**config.mk**
```make
export PLATFORM = sky130hd
export DESIGN_NAME = alu_64
export DESIGN_NICKNAME = d
export VERILOG_FILES = /design/src/rtl/alu_pkg.sv /design/src/rtl/alu_addsub.sv /design/src/rtl/alu_64.sv
export SDC_FILE = /design/constraint.sdc
export NUM_CORES = 1
export LEC_CHECK = 0
export BUFFER_PORTS_ARGS = -buffer_cell sky130_fd_sc_hd__buf_2
export CAP_MARGIN = 20
export CORE_ASPECT_RATIO = 1.1
export CORE_MARGIN = 1
export CORE_UTILIZATION = 25
export DETAILED_ROUTE_END_ITERATION = 8
export SLEW_MARGIN = 20
export SYNTH_ARGS = -nofsm -noshare
export SYNTH_HDL_FRONTEND = slang
export SYNTH_SLANG_ARGS = --single-unit
```
**constraint.sdc**
```tcl
create_clock -name clk -period 3.7 [get_ports clk]
set_input_delay 0.37 -clock clk [delete_from_list [all_inputs] [get_ports clk]]
set_output_delay 0.37 -clock clk [all_outputs]
set_load 0.005 [all_outputs]
```
**src/rtl/alu_pkg.sv**
```systemverilog
`default_nettype none
// ============================================================================
// alu_pkg : shared widths, control encodings and condition-flag type for the ALU
// Rev 1.0
// ============================================================================
package alu_pkg;

    localparam int ALU_WIDTH = 64;

    localparam logic [1:0] ALU_ADD = 2'b00;
    localparam logic [1:0] ALU_SUB = 2'b01;
    localparam logic [1:0] ALU_AND = 2'b10;
    localparam logic [1:0] ALU_XOR = 2'b11;

    // Condition codes consumed by cmov/jump evaluation in execute.
    typedef struct packed {
        logic zf;
        logic sf;
        logic of;
    } alu_flags_t;

    function automatic alu_flags_t make_flags(input logic is_zero,
                                              input logic msb,
                                              input logic ovf);
        alu_flags_t f;
        f.zf = is_zero;
        f.sf = msb;
        f.of = ovf;
        return f;
    endfunction

endpackage : alu_pkg
`default_nettype wire

```
**src/rtl/alu_addsub.sv**
```systemverilog
`default_nettype none
// ============================================================================
// alu_addsub : combinational two's-complement adder/subtractor with signed overflow
// Rev 1.0
// ============================================================================
module alu_addsub #(
    parameter int WIDTH = 64
) (
    input  logic [WIDTH-1:0] a,
    input  logic [WIDTH-1:0] b,
    input  logic             sub,
    output logic [WIDTH-1:0] sum,
    output logic             overflow
);

    logic [WIDTH-1:0] w_b_eff;
    logic [WIDTH-1:0] w_carry_in;

    // Subtraction is a + ~b + 1, so one adder serves both operations.
    assign w_b_eff    = sub ? ~b : b;
    assign w_carry_in = {{(WIDTH-1){1'b0}}, sub};
    assign sum        = a + w_b_eff + w_carry_in;

    // Overflow when the effective addends agree in sign but the sum does not.
    assign overflow = (a[WIDTH-1] == w_b_eff[WIDTH-1]) &&
                      (sum[WIDTH-1] != a[WIDTH-1]);

endmodule : alu_addsub
`default_nettype wire

```
**src/rtl/alu_64.sv**
```systemverilog
`default_nettype none
// ============================================================================
// alu_64 : registered 64-bit Y86-64 ALU (add/sub/and/xor) with ZF/SF/OF flags
// Rev 1.0
// ============================================================================
module alu_64
    import alu_pkg::*;
#(
    parameter int WIDTH = ALU_WIDTH
) (
    input  logic             clk,
    input  logic             rst,
    input  logic             in_valid,
    input  logic [1:0]       control,
    input  logic [WIDTH-1:0] a,
    input  logic [WIDTH-1:0] b,
    output logic [WIDTH-1:0] ans,
    output logic             overflow,
    output logic             zf,
    output logic             sf,
    output logic             of,
    output logic             out_valid
);

    logic [WIDTH-1:0] w_sum;
    logic             w_addsub_ovf;
    logic             w_is_sub;
    logic [WIDTH-1:0] w_result;
    logic             w_result_ovf;
    alu_flags_t       w_flags;

    logic [WIDTH-1:0] r_ans;
    logic             r_overflow;
    alu_flags_t       r_flags;
    logic             r_out_valid;

    assign w_is_sub = (control == ALU_SUB);

    alu_addsub #(
        .WIDTH    (WIDTH)
    ) u_addsub (
        .a        (a),
        .b        (b),
        .sub      (w_is_sub),
        .sum      (w_sum),
        .overflow (w_addsub_ovf)
    );

    always_comb begin
        w_result     = w_sum;
        w_result_ovf = 1'b0;
        case (control)
            ALU_ADD,
            ALU_SUB: begin
                w_result     = w_sum;
                w_result_ovf = w_addsub_ovf;
            end
            ALU_AND: w_result = a & b;
            ALU_XOR: w_result = a ^ b;
            default: w_result = w_sum;
        endcase
    end

    // Flags come from the value about to be registered, not the held one.
    assign w_flags = make_flags(w_result == '0, w_result[WIDTH-1], w_result_ovf);

    // Result and flags hold on idle cycles so later conditionals still see them.
    always_ff @(posedge clk or posedge rst) begin
        if (rst) begin
            r_ans       <= '0;
            r_overflow  <= 1'b0;
            r_flags     <= '0;
            r_out_valid <= 1'b0;
        end else begin
            r_out_valid <= in_valid;
            if (in_valid) begin
                r_ans      <= w_result;
                r_overflow <= w_result_ovf;
                r_flags    <= w_flags;
            end
        end
    end

    assign ans       = r_ans;
    assign overflow  = r_overflow;
    assign zf        = r_flags.zf;
    assign sf        = r_flags.sf;
    assign of        = r_flags.of;
    assign out_valid = r_out_valid;

endmodule : alu_64
`default_nettype wire

```
==> results.cfg, run 1 <==
[status]
outcome = complete, but fails checks
violations = negative setup slack

[logic_synthesis]
syn_avg_cell_area_sq_um = 7.74
synthArstFlopShare = 1.00
seq_area_frac_synth = 0.172
synthFlopType = dfrtp_1
syn_area_sq_um = 9740
synth_area_leader_cell = dfrtp_1
synth_cell_type_count = 72
synth_common_cells = 136 x a21oi_1, 127 x ha_1, 118 x nand2_1, 116 x nor2_1, 81 x xnor2_1
synth_top_area_share = 0.172
yosysWarnings = 0
synth_edf_count = 0
yosysMostFrequentCell = a21oi_1
synthesis.nets = 1519
yosys_register_bits = 67
syn_inst = 1258
synth.area.top_cells = dfrtp_1 17%, ha_1 16%, xnor2_1 7.3%

[global_route]
grt_first_pass_wirelength_um = 65600
first_global_vias = 11900
grt_overflow = 0
grt_use_total = 0.213
grt_max_degree = 76
antenna_found_initial = 1

[timing]
min_period_ps = 3890
timing.final.ws_setup_ps = -188
fin_crit_sh = 1.05
maxSlewHeadroom = 0.439
fin_hold_ws_ps = 171
setup_viol = 1
rsz0062_at_grt = yes
fin_skew_ps = 0
slew_viol_final = 0
hold_violations = 0
tns_ps = -188
tightest_slew_ps = 841
clock.fmax_mhz = 257

[drt]
wl_um = 42900
vias_per_cell = 5.04
drt_iter0_drc = 527
dr.pass1.iters = 5
ant_nets = 0
drc = 0
vias = 11700
wire_per_inst_um = 18.6

[worst_setup_path]
critPathArrivalTime_ps = 4140
cp_common_cell = nand4_1
cp_cell_sequence = buf_8 -> clkinv_8 -> nand2_8 -> buf_12 -> xnor2_1 -> ha_1 -> buf_4 -> nand4_1 -> a211oi_1 -> a211o_1 -> buf_4 -> a22o_1 -> or3_1 -> a31oi_4 -> nand3_1 -> nor4b_4 -> nand4_1 -> nor4_2 -> nand4_1 -> o21ai_1
end_kind = flip-flop
rrSetupSlack_ps = 2900
crit_buf_inv = 5
critPathMaxStageDelay_ps = 400
slowest_stage = or3_1
cp_top_family = simple AND/OR/NAND/NOR gates
critPathLaunchType = input port
worstSetupPathType = input port to flip-flop
critPathRequiredTime_ps = 3960
cp_max_fo = 6

[die]
io-pin-count = 202
fp.dieW_um = 190
core-area_sq_um = 38300
row_count = 75
die_h_um = 209
start_util = 0.254
die_area_sq_um = 39700

[place]
gp_congestion = 0.950
io_buffers = 201
hpwlAfterDp_um = 35400
postPlaceCellArea_sq_um = 14100

[flow_run]
cap_violations = 0

[final_layout]
syn2layout_area_growth_pct = 55.9
drive_above_1_share = 0.425
finalInstanceArea_sq_um = 15200
antenna_cells = 0
fin_nets = 2067

[power_and_ir_drop]
seqPwrFrac = 0.186
sw_frac_of_total = 0.398
p_comb_frac = 0.633
clock_power_share = 0.181
internal-power_mw = 3.07
switchingPower_mw = 2.03
powerDensity_nw_per_um2 = 336
leakagePower_nw = 7.12
vdd_drop_max_mv = 0.257

[clock_network]
clk_latency_ps = 340
cts-root-buf = clkbuf_16
path_clk_slew_ps = 60
cts_max_path_buffers = 2
clkSinkCount = 67
htree_levels = 3
cts_tree = done
cts_made_buffers = 9

[worst_hold_path]
hold_path_class = input port to async pin
## final timing paths
path | from | end | cells past startpoint
setup / recovery | control[1] | zf$_DFFE_PP0P_ | 20
hold / removal | rst | ans[34]$_DFFE_PP0P_ | 2
setup reg to reg | ans[41]$_DFFE_PP0P_ | ans[41]$_DFFE_PP0P_ | 1
hold reg to reg | ans[37]$_DFFE_PP0P_ | ans[37]$_DFFE_PP0P_ | 1
max in group asynchronous | rst | ans[2]$_DFFE_PP0P_ | 3
min in group clk | a[63] | of$_DFFE_PP0P_ | 4
## metal layers
| layer | routed length [um] | share of wire | GRT usage | vias to the layer above |
|---|---|---|---|---|
| met4 | 2090 | 0.049 | 0.0847 | 2 |
| met1 | 17000 | 0.40 | 0.240 | 5472 |
| met3 | 1680 | 0.039 | 0.0235 | 76 |
| met5 | 13 | 0.00030 | 0 | - |
| li1 | - | - | - | 5778 |
| met2 | 22200 | 0.52 | 0.403 | 322 |
## power groups by stage
| stage | logic (mW) | registers [mW] | clock network, mW |
|---|---|---|---|
| after floorplan | 1.38 | 0.968 | 0 |
| final | 3.23 | 0.949 | 0.924 |
| after CTS | 3.12 | 0.951 | 0.952 |
| after detailed placement | 3.01 | 0.962 | 0 |
| after global routing | 3.51 | 0.969 | 0.981 |
| after global placement | 2.98 | 0.960 | 0 |
## metrics by stage
stage / utilization / worst slack (ps) / std cells / power [mW]
after floorplan: - / -145 / 1258 / 2.35
after global placement: 0.368 / -1110 / 2277 / 3.94
after detailed placement: 0.368 / -1090 / 2277 / 3.97
after CTS: 0.385 / -254 / 2301 / 5.02
after global routing: 0.396 / -350 / 2310 / 5.46
final: 0.396 / -188 / 2310 / 5.10
## layout make-up
cell class                 instances  area (sq um)
sequential                        67          1680
timing repair buffer             614          4240
tap                              500           626
inverter                          23          98.8
fill                            4013         23100
multi-input combinational       1091          8220
clock buffer                       9           225
clock inverter                     6          91.3
## flip-flops by register name (all words and copies together), names as in the netlist
| register | count |
|---|---|
| out_valid | 1 |
| zf | 1 |
| of | 1 |
| ans | 64 |
## cell families after synthesis
family / share of synthesized area
adders and majority gates: 0.165
xor gates and xnor gates: 0.0882
DFF: 0.172
buffers and inverters: 0.0400
and+or+nand+nor: 0.194
AOI/OAI and AO/OA: 0.250
muxes: 0.0900
## repair_timing
action / CTS / global route
gates resized for setup: 61 / 74
buffers inserted: 8 / 7
pin swaps: 28 / 25
hold buffers: 0 / 0
cloned: 1 / 3
setup endpoints to repair: 12 / 15
## cells in the final DEF (no fill, tap or decap), types with 5 or more instances in the layout
cell type,synthesis,final
and3_1,8,8
nor2b_1,12,12
mux2i_1,38,38
a211oi_1,13,7
xnor2_1,81,77
buf_2,2,198
inv_1,23,21
and2_1,7,6
o21ai_1,13,28
nand2b_1,8,7
a21oi_2,0,22
ha_1,127,122
o21ai_0,76,56
nor4_1,9,5
o21bai_1,7,7
and4_1,8,8
xor2_1,17,16
a21oi_1,136,113
mux2_2,44,43
a211oi_2,0,6
nand2_1,118,113
a22oi_1,5,5
o21ai_2,0,5
nand4_1,32,32
clkbuf_16,0,11
nand3_1,22,21
dfrtp_1,67,67
o31ai_1,8,8
o211ai_1,24,24
a31oi_1,17,15
nor2_1,116,113
a21o_1,16,16
nor3_1,19,15
or3_1,10,10
o21a_1,16,15
buf_4,2,404
Note: power is estimated with default switching activity, not from simulation.
==> run 2: changes to the inputs <==
PLACE_DENSITY_LB_ADDON = 0.08   (was not set)
==> run 2 against run 1 <==
Non-clock buffer count up 29; setup slack gained 110 ps; first-iteration DRC count fell by 3.8%; utilization grew 0.15 points; flip-flop and latch count stayed put; critical path type unchanged; clock power increased by 10%; fmax up 2.8%; the flow still finishes with violations (negative setup slack); via count down 1.4%; critical endpoint unchanged; highest routed layer is now met4; hold slack worse by 130 ps; register-to-register slack is essentially flat; sequential share of layout area hardly changed; final area rose by 0.37%.
==> results.cfg, run 2 (synthesis results as in run 1) <==
[worst_setup_path]
end_kind = flip-flop
slowest_stage = or4b_4
critPathMaxStageDelay_ps = 540
worstSetupPathType = input port to flip-flop
critPathRequiredTime_ps = 3980
critPathArrivalTime_ps = 4060
cp_max_fo = 4
cp_cell_sequence = buf_8 -> inv_8 -> nand2_8 -> buf_6 -> xnor2_2 -> ha_1 -> buf_6 -> and2_4 -> a221o_1 -> a21o_1 -> buf_6 -> a2111o_1 -> o221ai_2 -> o31ai_2 -> or4b_4 -> nor4b_4 -> nand4_1 -> nor4_2 -> nand4_1 -> o21ai_1
cp_common_cell = buf_6
critPathLaunchType = input port

[place]
postPlaceCellArea_sq_um = 14300
gp_congestion = 0.943
hpwlAfterDp_um = 37600
io_buffers = 201

[drt]
route.met3.wl_um = 1380
drc = 0
wl_um = 45000
wire_per_inst_um = 19.2
met2_length_um = 23600
drt_iter0_drc = 507
dr.pass1.iters = 5
wl_met1_um = 18800
vias = 11500
vias_per_cell = 4.91
ant_nets = 0
routed.top_layer = met4

[final_layout]
drive_above_1_share = 0.434
antenna_cells = 0
multi_input_area_sq_um = 8090
most-common-layout-cells = 435 x buf_4, 198 x buf_2, 124 x ha_1
finalInstanceArea_sq_um = 15200
largest_register_ffs = 64
regArea_sq_um = 1680
fin_nets = 2095
layout_commonest_cell = buf_4
syn2layout_area_growth_pct = 56.5
num-fill-cells = 4158

[status]
violations = negative setup slack
outcome = complete, but fails checks

[global_route]
antenna_found_initial = 0
first_global_vias = 11900
grt_use_total = 0.226
grt_first_pass_wirelength_um = 68300
grt_max_degree = 76
grt_overflow = 0

[flow_run]
cap_violations = 0

[timing]
setup_viol = 1
fin_crit_sh = 1.02
hold_violations = 0
min_period_ps = 3780
slew_viol_final = 0
tightest_slew_ps = 888
timing.final.ws_setup_ps = -82.6
rsz0062_at_grt = yes
fin_hold_ws_ps = 45.5
clock.fmax_mhz = 264
fin_skew_ps = 0
tns_ps = -82.6
maxSlewHeadroom = 0.408

[worst_hold_path]
hold_path_class = input port to async pin

[power_and_ir_drop]
p_comb_frac = 0.620
powerDensity_nw_per_um2 = 342
leakagePower_nw = 7.17
seqPwrFrac = 0.185
switchingPower_mw = 2.12
internal-power_mw = 3.09
clock_power_share = 0.195
sw_frac_of_total = 0.407
vdd_drop_max_mv = 0.257

[clock_network]
path_clk_slew_ps = 70
clkSinkCount = 67
cts_tree = done
hold_buffers = 0
cts_made_buffers = 9
clk_latency_ps = 350
cts-root-buf = clkbuf_16
cts_max_path_buffers = 2
htree_levels = 3

[die]
fp.dieW_um = 190
core-area_sq_um = 38300
die_h_um = 209
row_count = 75
io-pin-count = 202
start_util = 0.254
die_area_sq_um = 39700
[run 2: critical path: cells and delay by family]
kind,cells,cell delay [ps]
and+or+nand+nor,7,1430
adders and majority gates,1,310
buffers and inverters,5,560
AOI/OAI and AO/OA,6,1260
xor gates and xnor gates,1,120
[run 2: power by group through the flow]
stage	combinational [mW]	sequential, mW	clock (mW)
after floorplan	1.38	0.968	0
after global placement	3.06	0.977	0
after detailed placement	3.05	0.980	0
after CTS	3.14	0.967	1.05
after global routing	3.53	0.979	1.07
final	3.23	0.963	1.02
[run 2: through the flow]
stage	power [mW]	std cells	utilization	setup slack, ps
floorplan	2.35	1258	-	-145
CTS	5.16	2330	0.389	-242
global placement	4.03	2302	0.373	-913
finish	5.21	2339	0.398	-82.6
detailed placement	4.03	2302	0.373	-862
global route	5.57	2339	0.398	-260
[run 2: cell type report]
| cell class | instances | share of cell area |
|---|---|---|
| Timing Repair Buffer | 643 | 0.290 |
| Clock inverter | 7 | 0.00698 |
| Tap cell | 500 | 0.0411 |
| Sequential cell | 67 | 0.110 |
| Multi-Input combinational cell | 1090 | 0.531 |
| Inverter | 23 | 0.00616 |
| Clock buffer | 9 | 0.0148 |
[run 2: timing repair]
action | CTS | global route
pin swaps | 14 | 34
endpoints found under the hold margin | 0 | 0
setup endpoints to repair | 10 | 9
resized for setup | 44 | 82
buffers inserted | 11 | 9
gates cloned | 1 | 0
[run 2: metal layers]
metal	global-route usage	vias to the layer above
met5	0	-
met3	0.0232	51
met1	0.262	5386
met4	0.0673	0
met2	0.429	228
li1	-	5823
[run 2: worst paths after layout]
path                                     start                   to  slack (ps)  cells past startpoint
setup / recovery                    control[1]       zf$_DFFE_PP0P_         -80                     20
hold / removal                             rst  out_valid$_DFF_PP0_          50                      2
setup reg to reg           ans[42]$_DFFE_PP0P_  ans[42]$_DFFE_PP0P_        2900                      1
hold reg to reg             ans[4]$_DFFE_PP0P_   ans[4]$_DFFE_PP0P_         480                      1
max in group asynchronous                  rst  ans[41]$_DFFE_PP0P_        2590                      3
min in group clk                         a[63]       of$_DFFE_PP0P_         420                      4
==> run 3: changes to the inputs <==
MAX_ROUTING_LAYER = met4   (was not set)
TNS_END_PERCENT = 10   (was not set)
==> run 3 against run 2 <==
The run still ends with negative setup slack left; clock-buffer cell count unchanged; cell count is 0.51% lower; register-to-register slack worse by 20 ps; hold slack worse by 2.9 ps; clock power is 4% higher; flip-flop and latch count unchanged; die area unchanged; clock skew unchanged; global-route usage grew 0.73 points; setup slack lost 120 ps; fmax fell by 3.0%; critical path type unchanged.
==> results.cfg, run 3 (synthesis results as in run 1) <==
[final_layout]
layout_commonest_cell = buf_4
fin_nets = 2083
antenna_cells = 0
drive_above_1_share = 0.416
postLayoutCoreUtil = 0.393
largest_register_ffs = 64
most-common-layout-cells = 425 x buf_4, 198 x buf_2, 126 x ha_1
syn2layout_area_growth_pct = 54.4

[clock_network]
cts_max_path_buffers = 2
clkSinkCount = 67
hold_buffers = 0
cts_made_buffers = 9
clk_latency_ps = 350
cts-root-buf = clkbuf_16
path_clk_slew_ps = 60
cts_tree = done
htree_levels = 3

[worst_setup_path]
rr_endpoint = ans[42]$_DFFE_PP0P_
critPathLaunchType = input port
rrSetupSlack_ps = 2880
cp_common_cell = buf_6
end_kind = flip-flop
r2r-start = ans[42]$_DFFE_PP0P_
startpoint = control[1]
critPathRequiredTime_ps = 3970
cp_top_family = simple AND/OR/NAND/NOR gates
cp-endpoint = zf$_DFFE_PP0P_
critPathArrivalTime_ps = 4170
crit_buf_inv = 5
cp_max_fo = 4
cp_cell_sequence = buf_8 -> inv_6 -> nand2_8 -> buf_6 -> xnor2_2 -> ha_1 -> buf_6 -> and2_4 -> a221o_1 -> a21o_1 -> buf_6 -> a2111o_1 -> o221ai_2 -> o31ai_2 -> or4b_4 -> nor4b_4 -> nand4_1 -> nor4_2 -> nand4_1 -> o21ai_1
cp_num_cells = 20
slowest_stage = or4b_4
critPathMaxStageDelay_ps = 530
worstSetupPathType = input port to flip-flop
r2r_cells = 1

[die]
fp.dieW_um = 190
start_util = 0.254
core-area_sq_um = 38300
row_count = 75
io-pin-count = 202
die_h_um = 209
die_area_sq_um = 39700

[global_route]
grt_use_total = 0.233
antenna_found_initial = 0
first_global_vias = 12100
grt_max_degree = 69
grt_first_pass_wirelength_um = 68700
grt_overflow = 0

[flow_run]
cap_violations = 0

[drt]
drc = 0
vias_per_cell = 4.96
wl_um = 45100
vias = 11500
ant_nets = 0
drt_iter0_drc = 464
wire_per_inst_um = 19.4
dr.pass1.iters = 5

[timing]
setup_viol = 1
min_period_ps = 3900
fin_skew_ps = 0
timing.final.ws_setup_ps = -202
tightest_slew_ps = 812
rsz0062_at_grt = yes
hold_violations = 0
slew_viol_final = 0
fin_crit_sh = 1.05
maxSlewHeadroom = 0.458
clock.fmax_mhz = 256
tns_ps = -202

[status]
outcome = complete, but fails checks
violations = negative setup slack

[place]
io_buffers = 201
hpwlAfterDp_um = 38000
gp_congestion = 0.898

[worst_hold_path]
hold_path_class = input port to async pin

[power_and_ir_drop]
powerDensity_nw_per_um2 = 345
vdd_drop_max_mv = 0.238
leakagePower_nw = 7.10
[run 3: what timing repair did]
action,CTS,global route
setup buffers,5,0
cloned,0,1
gates resized for setup,50,36
endpoints found under the setup margin,10,16
pin swaps,14,10
[run 3: through the flow]
stage | setup WS [ps] | std cells | hold slack (ps) | instance area, sq um | power, mW
3_3_place_gp | -946 | 2305 | 446 | 14300 | 4.04
6_report | -202 | 2327 | 42.6 | 15000 | 5.18
2_1_floorplan | -145 | 1258 | 401 | 9830 | 2.35
5_1_grt | -366 | 2327 | 91.2 | 15000 | 5.55
3_5_place_dp | -879 | 2305 | 445 | 14300 | 4.04
4_1_cts | -252 | 2326 | 57.2 | 14900 | 5.21
[run 3: worst min-delay path by stage]
stage	end	cells after the start	slack, ps	startpoint
after detailed placement	out_valid$_DFF_PP0_	2	450	rst
after global routing	out_valid$_DFF_PP0_	2	90	rst
after global placement	out_valid$_DFF_PP0_	2	450	rst
after floorplan	out_valid$_DFF_PP0_	0	400	in_valid
final	out_valid$_DFF_PP0_	2	40	rst
after CTS	out_valid$_DFF_PP0_	2	60	rst
[run 3: metal layers]
layer  up-vias  global-route usage  wire (um)
met5         -                   -          0
met4         0              0.0786       1450
met3        61              0.0238       1500
met2       257               0.424      23300
met1      5412               0.263      18800
li1       5811                   -          -
[run 3: layout make-up]
| class | count | area [sq um] |
|---|---|---|
| fill | 4105 | 23300 |
| multi-input combinational | 1090 | 7980 |
| clock buffer | 9 | 225 |
| inverter | 23 | 91.3 |
| clock inverter | 7 | 125 |
| timing repair buffer | 631 | 4310 |
| tap | 500 | 626 |
| sequential | 67 | 1680 |
[run 3: power breakdown]
| group | switching, mW | internal (mW) | total [mW] |
|---|---|---|---|
| logic | 1.59 | 1.57 | 3.16 |
| registers | 0.0924 | 0.872 | 0.965 |
| clock network | 0.392 | 0.665 | 1.06 |
